$ cat src/rtl/exp2_lms_if.sv
// Valid/ready stream bundle used on both sides of the exp2_lms antilog unit.
// master drives valid/data and samples ready; slave does the reverse.
interface exp2_lms_if #(
    parameter int unsigned DATA_W = 16
);
    logic              valid;
    logic              ready;
    logic [DATA_W-1:0] data;

    modport master (output valid, output data, input ready);
    modport slave  (input valid, input data, output ready);
endinterface

$ cat src/rtl/exp2_lms.sv
// exp2_lms: 2^x antilog unit for the lab->RGB return path.
// Input is unsigned 3.13 log2 value {integ, frac}; output is unsigned 8.8 linear value.
// Three-stage valid/ready pipeline: capture -> mantissa (LUT + interpolation) -> scale.
// Build option: define EXP2_ROUND_EN to round-to-nearest in the scale stage instead of
// truncating (saturating at 0xFFFF); latency and handshake are unchanged.
module exp2_lms (
    input  logic      i_clk,
    input  logic      i_rst_n,
    exp2_lms_if.slave  i_log2_if,
    exp2_lms_if.master o_lin_if
);
    localparam int unsigned LUT_BITS = 5;
    localparam int unsigned INTERP_W = 8;

    // T[k] = round(32768 * 2^(k/32)) in 1.15; T[32] = 2.0 closes the last segment
    function automatic logic [16:0] f_tab(input logic [LUT_BITS:0] idx);
        logic [16:0] t;
        case (idx)
            6'd0:    t = 17'd32768;
            6'd1:    t = 17'd33486;
            6'd2:    t = 17'd34219;
            6'd3:    t = 17'd34968;
            6'd4:    t = 17'd35734;
            6'd5:    t = 17'd36516;
            6'd6:    t = 17'd37316;
            6'd7:    t = 17'd38133;
            6'd8:    t = 17'd38968;
            6'd9:    t = 17'd39821;
            6'd10:   t = 17'd40693;
            6'd11:   t = 17'd41584;
            6'd12:   t = 17'd42495;
            6'd13:   t = 17'd43425;
            6'd14:   t = 17'd44376;
            6'd15:   t = 17'd45348;
            6'd16:   t = 17'd46341;
            6'd17:   t = 17'd47356;
            6'd18:   t = 17'd48393;
            6'd19:   t = 17'd49452;
            6'd20:   t = 17'd50535;
            6'd21:   t = 17'd51642;
            6'd22:   t = 17'd52773;
            6'd23:   t = 17'd53928;
            6'd24:   t = 17'd55109;
            6'd25:   t = 17'd56316;
            6'd26:   t = 17'd57549;
            6'd27:   t = 17'd58809;
            6'd28:   t = 17'd60097;
            6'd29:   t = 17'd61413;
            6'd30:   t = 17'd62757;
            6'd31:   t = 17'd64132;
            default: t = 17'd65536;
        endcase
        return t;
    endfunction

    // Stage registers
    logic                r_v1, r_v2, r_v3;
    logic [2:0]          r_i1, r_i2;
    logic [LUT_BITS-1:0] r_k1;
    logic [INTERP_W-1:0] r_r1;
    logic [16:0]         r_m2;
    logic [15:0]         r_lin3;

    // Handshake and datapath wires
    logic        w_rdy1, w_rdy2, w_rdy3;
    logic [16:0] w_t0, w_t1;
    logic [10:0] w_d;
    logic [18:0] w_prod;
    logic [16:0] w_m;
    logic [2:0]  w_sh;
    logic [15:0] w_lin;
`ifdef EXP2_ROUND_EN
    logic [17:0] w_sum;
    logic [17:0] w_rnd;
`endif

    // Ready ripples back from the output; a stage can load if empty or draining
    always_comb begin
        w_rdy3 = !r_v3 || o_lin_if.ready;
        w_rdy2 = !r_v2 || w_rdy3;
        w_rdy1 = !r_v1 || w_rdy2;
    end

    assign i_log2_if.ready = w_rdy1;
    assign o_lin_if.valid  = r_v3;
    assign o_lin_if.data   = r_lin3;

    // Mantissa: table lookup with linear interpolation toward the next entry
    always_comb begin
        w_t0   = f_tab({1'b0, r_k1});
        w_t1   = f_tab({1'b0, r_k1} + 6'd1);
        w_d    = 11'(w_t1 - w_t0);
        w_prod = {8'd0, w_d} * {11'd0, r_r1};
        w_m    = w_t0 + {6'd0, 11'(w_prod >> INTERP_W)};
    end

    // Scale: m is 1.15, so integ = 7 needs no shift to land in 8.8
    always_comb begin
        w_sh  = 3'd7 - r_i2;
`ifdef EXP2_ROUND_EN
        w_sum = {1'b0, r_m2} + (18'd1 << (w_sh - 3'd1));
        w_rnd = w_sum >> w_sh;
        if (w_sh == 3'd0) begin
            w_lin = 16'(r_m2);
        end else if (|w_rnd[17:16]) begin
            w_lin = 16'hFFFF;
        end else begin
            w_lin = w_rnd[15:0];
        end
`else
        w_lin = 16'(r_m2 >> w_sh);
`endif
    end

    // S1: capture integer part, LUT index and interpolation fraction
    always_ff @(posedge i_clk or negedge i_rst_n) begin
        if (!i_rst_n) begin
            r_v1 <= 1'b0;
            r_i1 <= '0;
            r_k1 <= '0;
            r_r1 <= '0;
        end else if (w_rdy1) begin
            r_v1 <= i_log2_if.valid;
            if (i_log2_if.valid) begin
                r_i1 <= i_log2_if.data[15:13];
                r_k1 <= i_log2_if.data[12:8];
                r_r1 <= i_log2_if.data[7:0];
            end
        end
    end

    // S2: register interpolated mantissa alongside the octave
    always_ff @(posedge i_clk or negedge i_rst_n) begin
        if (!i_rst_n) begin
            r_v2 <= 1'b0;
            r_i2 <= '0;
            r_m2 <= '0;
        end else if (w_rdy2) begin
            r_v2 <= r_v1;
            if (r_v1) begin
                r_i2 <= r_i1;
                r_m2 <= w_m;
            end
        end
    end

    // S3: register scaled output; holds while downstream stalls
    always_ff @(posedge i_clk or negedge i_rst_n) begin
        if (!i_rst_n) begin
            r_v3   <= 1'b0;
            r_lin3 <= '0;
        end else if (w_rdy3) begin
            r_v3 <= r_v2;
            if (r_v2) begin
                r_lin3 <= w_lin;
            end
        end
    end
endmodule
$ cat src/flat_wrapper.sv
// flat-port wrapper written by rule: the top's interface ports become plain ports
module exp2_lms_flat 
  (i_clk, i_rst_n, i_log2_if_valid, i_log2_if_data, i_log2_if_ready, o_lin_if_valid, o_lin_if_data, o_lin_if_ready);
  exp2_lms_if i_log2_if_i ();
  exp2_lms_if o_lin_if_i ();
  input  logic i_clk;
  input  logic i_rst_n;
  input wire logic [$bits(i_log2_if_i.valid)-1:0] i_log2_if_valid;
  input wire logic [$bits(i_log2_if_i.data)-1:0] i_log2_if_data;
  output wire logic [$bits(i_log2_if_i.ready)-1:0] i_log2_if_ready;
  output wire logic [$bits(o_lin_if_i.valid)-1:0] o_lin_if_valid;
  output wire logic [$bits(o_lin_if_i.data)-1:0] o_lin_if_data;
  input wire logic [$bits(o_lin_if_i.ready)-1:0] o_lin_if_ready;
  assign i_log2_if_i.valid = i_log2_if_valid;
  assign i_log2_if_i.data = i_log2_if_data;
  assign i_log2_if_ready = i_log2_if_i.ready;
  assign o_lin_if_valid = o_lin_if_i.valid;
  assign o_lin_if_data = o_lin_if_i.data;
  assign o_lin_if_i.ready = o_lin_if_ready;
  exp2_lms u_core (.i_clk(i_clk), .i_rst_n(i_rst_n), .i_log2_if(i_log2_if_i), .o_lin_if(o_lin_if_i));
endmodule
$ cat config.mk
export PLATFORM = sky130hd
export DESIGN_NAME = exp2_lms_flat
export DESIGN_NICKNAME = d
export VERILOG_FILES = /design/src/rtl/exp2_lms_if.sv /design/src/rtl/exp2_lms.sv /design/src/flat_wrapper.sv
export SDC_FILE = /design/constraint.sdc
export NUM_CORES = 1
export LEC_CHECK = 0
export CORE_MARGIN = 4
export CORE_UTILIZATION = 33
export CTS_CLUSTER_SIZE = 20
export DETAILED_ROUTE_END_ITERATION = 12
export PLACE_DENSITY = 0.54
export SLEW_MARGIN = 10
export SYNTH_ARGS = -nofsm -noshare
export SYNTH_HDL_FRONTEND = slang
export SYNTH_SLANG_ARGS = --single-unit
$ cat constraint.sdc
create_clock -name i_clk -period 19.8 [get_ports i_clk]
set_input_delay 4.95 -clock i_clk [delete_from_list [all_inputs] [get_ports i_clk]]
set_output_delay 4.95 -clock i_clk [all_outputs]
set_load 0.05 [all_outputs]
==> results of run 1 <==
## worst paths after layout
check,cells past startpoint,to,start
min,2,u_core.o_lin_if.data[4]$_DFFE_PN0P_,u_core.o_lin_if.data[4]$_DFFE_PN0P_
min in group asynchronous,2,u_core.o_lin_if.data[14]$_DFFE_PN0P_,i_rst_n
max,4,i_log2_if_ready,o_lin_if_ready
max in group asynchronous,2,u_core.o_lin_if.data[5]$_DFFE_PN0P_,i_rst_n
max reg2reg,40,u_core.r_m2[12]$_DFFE_PN0P_,u_core.r_k1[0]$_DFFE_PN0P_
min reg2reg,2,u_core.o_lin_if.data[4]$_DFFE_PN0P_,u_core.o_lin_if.data[4]$_DFFE_PN0P_
## registers in the layout, indices dropped and copies added (netlist names)
name	flops
u_core.r_i2	3
u_core.r_m2	17
u_core.o_lin_if.data	16
u_core.o_lin_if.valid	1
u_core.r_r1	8
u_core.r_i1	3
u_core.r_k1	5
u_core.r_v2	1
u_core.r_v1	1
## cell usage after synthesis, types with 6 or more instances
master    number  area [sq um]
buf_2          6          30.0
o21ai_0       63           315
ha_1          71           888
xnor2_1       21           184
nor3_1        20           100
a21o_1         7          52.6
a211oi_1      13          97.6
o21a_1        11          82.6
and2_1        50           313
and3_1         7          43.8
xor2_1        11          96.3
inv_1         96           360
nand2b_1      11          68.8
nand3_1       13          65.1
nand2_1      106           398
mux2_2        24           270
nor2_1        58           218
a31oi_1        8          50.1
nor2b_1       11          68.8
mux4_2         6           135
mux2i_1       24           240
fa_1          55          1100
dfrtp_1       55          1380
a21oi_1       50           250
clkbuf_1      38           143
## per-stage QoR
stage | utilization, % | area [sq um] | worst slack, ns | std cells
final | 36.6 | 8260 | 8.45 | 1198
after global routing | 36.6 | 8260 | 7.88 | 1198
after CTS | 36.6 | 8260 | 8.44 | 1198
after detailed placement | 35.9 | 8110 | 8.45 | 1191
after global placement | 35.9 | 8110 | 8.45 | 1191
after floorplan | - | 7550 | 9.34 | 914
## worst max-delay path, stage by stage
cell and delay, ns:
clkdlybuf4s50_1 0.47, nor2b_1 0.06, nand3_1 0.11, clkdlybuf4s50_1 0.81
## kinds of logic (layout without fill, tap and decap cells)
group	count (synthesis)	after routing	synth area share, %
and+or+nand+nor	295	295	18.7
AOI/OAI and AO/OA	199	199	16.3
buffers and inverters	152	151	7.77
adders and majority gates	126	126	26.3
DFF	55	55	18.2
muxes	54	54	8.55
xor gates and xnor gates	33	33	4.08
## final cells by class
class                   count  area share, %
repair buffers             44           5.06
clock buffers               5           1.52
multi-input cells         707           67.7
inverters                 100           4.55
well taps                 285           4.32
flip-flops and latches     55           16.7
clock inverters             2          0.197
## layer usage
metal | vias up | wire length, um | GRT usage (%) | share of wire (%)
met5 | - | 0 | 0 | 0
met4 | 0 | 257 | 3.51 | 1.5
met3 | 18 | 481 | 0.932 | 2.7
met2 | 99 | 8420 | 24.8 | 48
met1 | 2963 | 8440 | 19.8 | 48
li1 | 3085 | - | - | -
==> impl_metrics.ini, run 1 <==
[timing]
period_share_pct = 57.3
hold_ws_ns = 0.477
relSlewSlack_pct = 32.2
final_hold_viol_count = 0
skew_ns = 0.00599
tightest_slew_ns = 1.00
fin_setup_tns_ns = 0
report.final.slew_viol_count = 0
setup_viol = 0
rsz0062_at_grt = false
layout_min_cycle_time_ns = 11.35
fmax_ghz = 0.0881

[placed_design]
gp_congestion = 0.825
hpwlAfterDp_um = 13500
port_buffers = 37

[critical_path]
critPathLaunchType = input pin
required_ns = 14.85
r2r_setup_slack_ns = 8.87
cp_max_fo = 3
end_kind = output port
cp.arrival_ns = 6.40
criticalPathCategory = in -> out

[outcome]
status = complete, no violations

[drt]
wire_per_inst_um = 14.7
drc = 0
wirelength_um = 17600
via_count = 6165
antenna_left = 0
firstDrtPassIters = 4
drt_iter0_drc = 453
vias_per_cell = 5.15

[yosys]
synth_nets = 1060
yosysWarnings = 0
syn_area_sq_um = 7550
netlist_instances = 914
seq_area_frac_synth_pct = 18.2
yosysUniqueCellTypes = 62
yosys_most_used_dff = dfrtp_1
syn_area_per_cell_sq_um = 8.26
synth_edf_count = 0
ys_ff_latch = 55
async_flop_share_pct = 100

[final_layout]
syn2layout_area_growth_pct = 9.33
multi_input_area_sq_um = 5590
mostFrequentLayoutCells = 106 x nand2_1, 96 x inv_1, 71 x ha_1, 63 x o21ai_0, 58 x nor2_1
layout.nets = 1059
seq_area_sq_um = 1380
num_antenna_cells = 0
n_fill_cell = 2356
drive_gt1_share_pct = 5.70
mostFrequentLayoutCell = nand2_1

[global_routing]
grt_pass1_vias = 6170
antenna_found_initial = 0
grt_use_total_pct = 14.4
grt_max_degree = 56
grt-ovfl-total = 0
grt_pass1_wl_um = 31200

[job]
drv.max_cap_violation_count = 0

[clock_network]
numClockSinks = 55
cts_htree_levels = 2
cts_resized = 0
cts_buffers = 5
postCtsHoldBufs = 0
cts_tree = yes
clk_path_buf_depth = 2
post_cts_buffers = 0
cts-root-buf = clkbuf_16
insertion_delay_ns = 0.29
path_clk_slew_ns = 0.07

[floorplan]
fp.dieH_um = 159
start_util_pct = 33.5
core_sq_um = 22600
io_pins = 38
die_area_sq_um = 25400
die_w_um = 159
rows = 55

[worst_hold_path]
hp-class = reg -> reg
Power of run 1 is not shown: default switching activity piles up to over one toggle a cycle in this logic, so the estimate is an artifact.
==> run 2: changes to the inputs <==
--- a/config.mk
+++ b/config.mk
@@ -9,7 +9,7 @@
 export CORE_UTILIZATION = 33
 export CTS_CLUSTER_SIZE = 20
 export DETAILED_ROUTE_END_ITERATION = 12
-export PLACE_DENSITY = 0.54
+export PLACE_DENSITY = 0.56
 export SLEW_MARGIN = 10
 export SYNTH_ARGS = -nofsm -noshare
 export SYNTH_HDL_FRONTEND = slang
==> constraint.sdc (replaced) <==
create_clock -name i_clk -period 9.4 [get_ports i_clk]
set_input_delay 2.35 -clock i_clk [delete_from_list [all_inputs] [get_ports i_clk]]
set_output_delay 2.35 -clock i_clk [all_outputs]
set_load 0.05 [all_outputs]
==> impl_metrics.ini, run 2 (synthesis gave the netlist of run 1 again) <==
[clock_network]
cts_htree_levels = 2
postCtsHoldBufs = 0
clk_path_buf_depth = 2
insertion_delay_ns = 0.30
cts-root-buf = clkbuf_16
path_clk_slew_ns = 0.08
cts_tree = yes
numClockSinks = 55
cts_buffers = 5

[drt]
drt_iter0_drc = 288
wirelength_um = 18800
vias_per_cell = 5.11
via_count = 6369
firstDrtPassIters = 5
drc = 0
wire_per_inst_um = 15.1
antenna_left = 0

[critical_path]
criticalPathCategory = reg -> reg
crit_end = u_core.r_m2[10]$_DFFE_PN0P_
r2r_end = u_core.r_m2[10]$_DFFE_PN0P_
end_kind = flip-flop
critPathMaxStageDelay_ns = 0.55
reg2reg_depth = 40
r2r_setup_slack_ns = 0.58
cp.arrival_ns = 9.04
path_common_cell = fa_1
required_ns = 9.61
critPathLaunchType = flip-flop
cp_max_fo = 7
r2r-start = u_core.r_k1[1]$_DFFE_PN0P_
setup.worst_path.start = u_core.r_k1[1]$_DFFE_PN0P_
cp_slowest_cell = fa_1

[worst_hold_path]
hold_path_startpoint = u_core.o_lin_if.data[2]$_DFFE_PN0P_
min_path_cells = 2
hp-class = reg -> reg

[placed_design]
gp_congestion = 0.891
hpwlAfterDp_um = 14800
port_buffers = 37
dp_slack_ns = -0.0433

[floorplan]
rows = 55
fp.dieH_um = 159
die_w_um = 159
die_area_sq_um = 25400
start_util_pct = 33.5
core_sq_um = 22600
io_pins = 38

[timing]
period_share_pct = 93.9
tightest_slew_ns = 0.873
layout_setup_ws_ns = 0.575
final_hold_viol_count = 0
relSlewSlack_pct = 41.7
report.final.slew_viol_count = 0
setup_viol = 0
fin_setup_tns_ns = 0
fmax_ghz = 0.113
skew_ns = 0.0114
layout_min_cycle_time_ns = 8.82

[final_layout]
syn2layout_area_growth_pct = 16.5
layout.nets = 1107
largest_register_ffs = 17
drive_gt1_share_pct = 13.1
mostFrequentLayoutCells = 106 x nand2_1, 94 x inv_1, 63 x ha_1, 59 x o21ai_0, 57 x nor2_1
n_fill_cell = 2359
regMostFlops = u_core.r_m2
mostFrequentLayoutCell = nand2_1
num_antenna_cells = 0

[global_routing]
grt_max_degree = 56
grt-ovfl-total = 0
grt_pass1_wl_um = 31900
grt_use_total_pct = 14.9
grt_pass1_vias = 6369
antenna_found_initial = 0

[outcome]
status = complete, no violations

[job]
drv.max_cap_violation_count = 0
run 2: through the flow:
stage	instances	utilization [%]	cell area, sq um	hold slack [ns]
after detailed placement	1228	37.2	8390	0.469
after global routing	1247	39.0	8800	0.505
final	1247	39.0	8800	0.478
after global placement	1228	37.2	8390	0.461
after CTS	1236	37.9	8560	0.488
after floorplan	914	-	7550	0.458
run 2: worst min path at each step:
stage,slack [ns],end
floorplan,0.46,u_core.r_v2$_DFFE_PN0P_
global placement,0.46,u_core.o_lin_if.data[14]$_DFFE_PN0P_
detailed placement,0.47,u_core.o_lin_if.data[4]$_DFFE_PN0P_
CTS,0.49,u_core.o_lin_if.data[4]$_DFFE_PN0P_
global route,0.51,u_core.o_lin_if.data[14]$_DFFE_PN0P_
finish,0.48,u_core.o_lin_if.data[2]$_DFFE_PN0P_
run 2: worst max-delay path, delay by kind of cell, from the launching register on:
kind                     cells  cell delay [ns]
adder cells (fa/ha/maj)      8             3.12
AO/OA/AOI/OAI               17             3.05
buffers and inverters        8             1.07
AND/OR/NAND/NOR              5             0.77
flip-flops                   1             0.40
XOR/XNOR                     2             0.31
run 2: timing repair:
action | 4_1_cts | 5_1_grt
pin swaps | 0 | 10
setup buffers | 0 | 11
setup endpoints to repair | 3 | 10
gates resized for setup | 2 | 33
run 2: layer usage:
metal | share of wire, % | up-vias | wire length, um | global-route usage, %
met5 | 0 | - | 0 | 0
met4 | 1.3 | 0 | 244 | 3.23
li1 | - | 3173 | - | -
met3 | 3.0 | 21 | 566 | 1.66
met2 | 49 | 113 | 9160 | 25.6
met1 | 47 | 3062 | 8830 | 20.2
run 2: layout make-up:
type	count	area, sq um	area share (%)
Tap cell	285	357	4.05
Multi-Input combinational cell	707	5750	65.4
Timing Repair Buffer	92	782	8.89
Clock inverter	3	27.5	0.313
Sequential cell	55	1380	15.7
Clock buffer	5	125	1.42
Inverter	100	379	4.31
Power of run 2 is left out for the same reason.
==> run 3: changes to the inputs <==
--- a/config.mk
+++ b/config.mk
@@ -5,6 +5,7 @@
 export SDC_FILE = /design/constraint.sdc
 export NUM_CORES = 1
 export LEC_CHECK = 0
+export ABC_AREA = 1
 export CORE_MARGIN = 4
 export CORE_UTILIZATION = 33
 export CTS_CLUSTER_SIZE = 20
==> impl_metrics.ini, run 3 <==
[timing]
fin_setup_tns_ns = 0
setup_viol = 0
report.final.slew_viol_count = 0
rsz0062_at_grt = false
skew_ns = 0.0161
tightest_slew_ns = 0.793
relSlewSlack_pct = 47.0
period_share_pct = 91.7
layout_min_cycle_time_ns = 8.62
final_hold_viol_count = 0
fmax_ghz = 0.116

[critical_path]
cp.arrival_ns = 8.84
cp_max_fo = 15
path_common_cell = nand2_1
critPathLaunchType = flip-flop
required_ns = 9.61
end_kind = flip-flop
cp_slowest_cell = fa_1
criticalPathCategory = reg -> reg
critPathMaxStageDelay_ns = 0.55

[yosys]
yosysWarnings = 0
syn_area_per_cell_sq_um = 6.83
synth_edf_count = 0
async_flop_share_pct = 100
ys_ff_latch = 55
yosys_most_used_dff = dfrtp_1
syn_area_sq_um = 7810
synth_nets = 1289
synthTopCellsByCount = 295 x nand2_1, 179 x inv_1, 123 x nor2_1
synth_top_area_share_pct = 17.6
yosysUniqueCellTypes = 52
yosysTopAreaCell = dfrtp_1
seq_area_frac_synth_pct = 17.6
synthTopCellsByArea = dfrtp_1 18%, nand2_1 14%, fa_1 14%
synth_most_common_cell = nand2_1
netlist_instances = 1143

[final_layout]
fin_area_sq_um = 8580
syn2layout_area_growth_pct = 9.94
largest_register_ffs = 17
mostFrequentLayoutCells = 295 x nand2_1, 179 x inv_1, 123 x nor2_1, 69 x ha_1, 62 x nand3_1
layout.nets = 1306
n_fill_cell = 2592
drive_gt1_share_pct = 5.60
regMostFlops = u_core.r_m2
num_antenna_cells = 0
mostFrequentLayoutCell = nand2_1

[global_routing]
grt_use_total_pct = 17.2
grt_max_degree = 56
grt_pass1_wl_um = 36900
grt_pass1_vias = 7229
grt-ovfl-total = 0
antenna_found_initial = 0

[clock_network]
cts_resized = 0
cts_htree_levels = 2
insertion_delay_ns = 0.32
clk_path_buf_depth = 2
numClockSinks = 55
path_clk_slew_ns = 0.08
cts_tree = yes
cts_buffers = 5
post_cts_buffers = 0
postCtsHoldBufs = 0
cts-root-buf = clkbuf_16

[drt]
vias_per_cell = 4.95
wirelength_um = 21900
wire_per_inst_um = 14.8
firstDrtPassIters = 5
via_count = 7323
antenna_left = 0
drc = 0
drt_iter0_drc = 551

[placed_design]
gp_congestion = 0.910
port_buffers = 37
hpwlAfterDp_um = 17500
placed_cell_area_sq_um = 8420

[floorplan]
fp.dieH_um = 162
rows = 56
start_util_pct = 33.4
die_w_um = 162
io_pins = 38
die_area_sq_um = 26200
core_sq_um = 23400

[worst_hold_path]
hp-class = reg -> reg

[outcome]
status = complete, no violations

[job]
drv.max_cap_violation_count = 0
-- run 3: changes by cell type in the layout (fill, tap and decap cells not counted), sizes merged, moves of 22 or more --
cell   before  now
and2       50    0
buf        56    8
inv        98  186
mux2       24    1
mux2i      24    2
nand2     107  311
nand3      13   67
nor2       58  130
-- run 3: final timing paths --
| path | end | startpoint | slack (ns) | cells after the start |
|---|---|---|---|---|
| max | u_core.r_m2[14]$_DFFE_PN0P_ | u_core.r_k1[0]$_DFFE_PN0P_ | 0.78 | 45 |
| min | u_core.o_lin_if.data[13]$_DFFE_PN0P_ | u_core.o_lin_if.data[13]$_DFFE_PN0P_ | 0.49 | 2 |
| min reg2reg | u_core.o_lin_if.data[13]$_DFFE_PN0P_ | u_core.o_lin_if.data[13]$_DFFE_PN0P_ | 0.49 | 2 |
| min in group asynchronous | u_core.o_lin_if.data[14]$_DFFE_PN0P_ | i_rst_n | 2.18 | 2 |
| max reg2reg | u_core.r_m2[14]$_DFFE_PN0P_ | u_core.r_k1[0]$_DFFE_PN0P_ | 0.78 | 45 |
| max in group asynchronous | u_core.r_k1[0]$_DFFE_PN0P_ | i_rst_n | 6.65 | 2 |
-- run 3: cells by family after synthesis --
kind of cell	synth area share, %
AND/OR/NAND/NOR	29.3
AO/OA/AOI/OAI	13.5
buffers and inverters	11.7
adder cells (fa/ha/maj)	25.5
XOR/XNOR	1.99
multiplexers	0.401
flip-flops	17.6
-- run 3: final cells by class --
type	count	area (sq um)	share of cell area [%]
Tap cell	319	399	4.65
Clock inverter	2	12.5	0.146
Clock buffer	6	129	1.50
Timing Repair Buffer	44	418	4.87
Sequential cell	55	1380	16.1
Inverter	188	708	8.25
Multi-Input combinational cell	866	5530	64.5
-- run 3: metrics by stage --
step                hold WS [ns]  setup slack (ns)  util [%]  std cells
floorplan                  0.448              1.74         -       1143
global placement           0.462             0.508      36.0       1472
detailed placement         0.472             0.345      36.0       1472
CTS                        0.495             0.312      36.6       1480
global route               0.516            0.0721      36.7       1480
finish                     0.487             0.777      36.7       1480
-- run 3: worst max-delay path, delay by kind of cell (launching register included) --
kind,cells,cell delay [ns]
buffers and inverters,7,0.59
AO/OA/AOI/OAI,5,0.84
adder cells (fa/ha/maj),10,4.08
flip-flops,1,0.54
AND/OR/NAND/NOR,23,2.50
-- run 3: routing by layer --
layer,vias up,global-route usage (%),share of wire [%]
met1,3424,23.8,48
met2,184,28.4,46
met3,25,2.39,4.7
li1,3690,-,-
met5,-,0,0
met4,0,4.31,1.9
Power of run 3 is left out for the same reason.
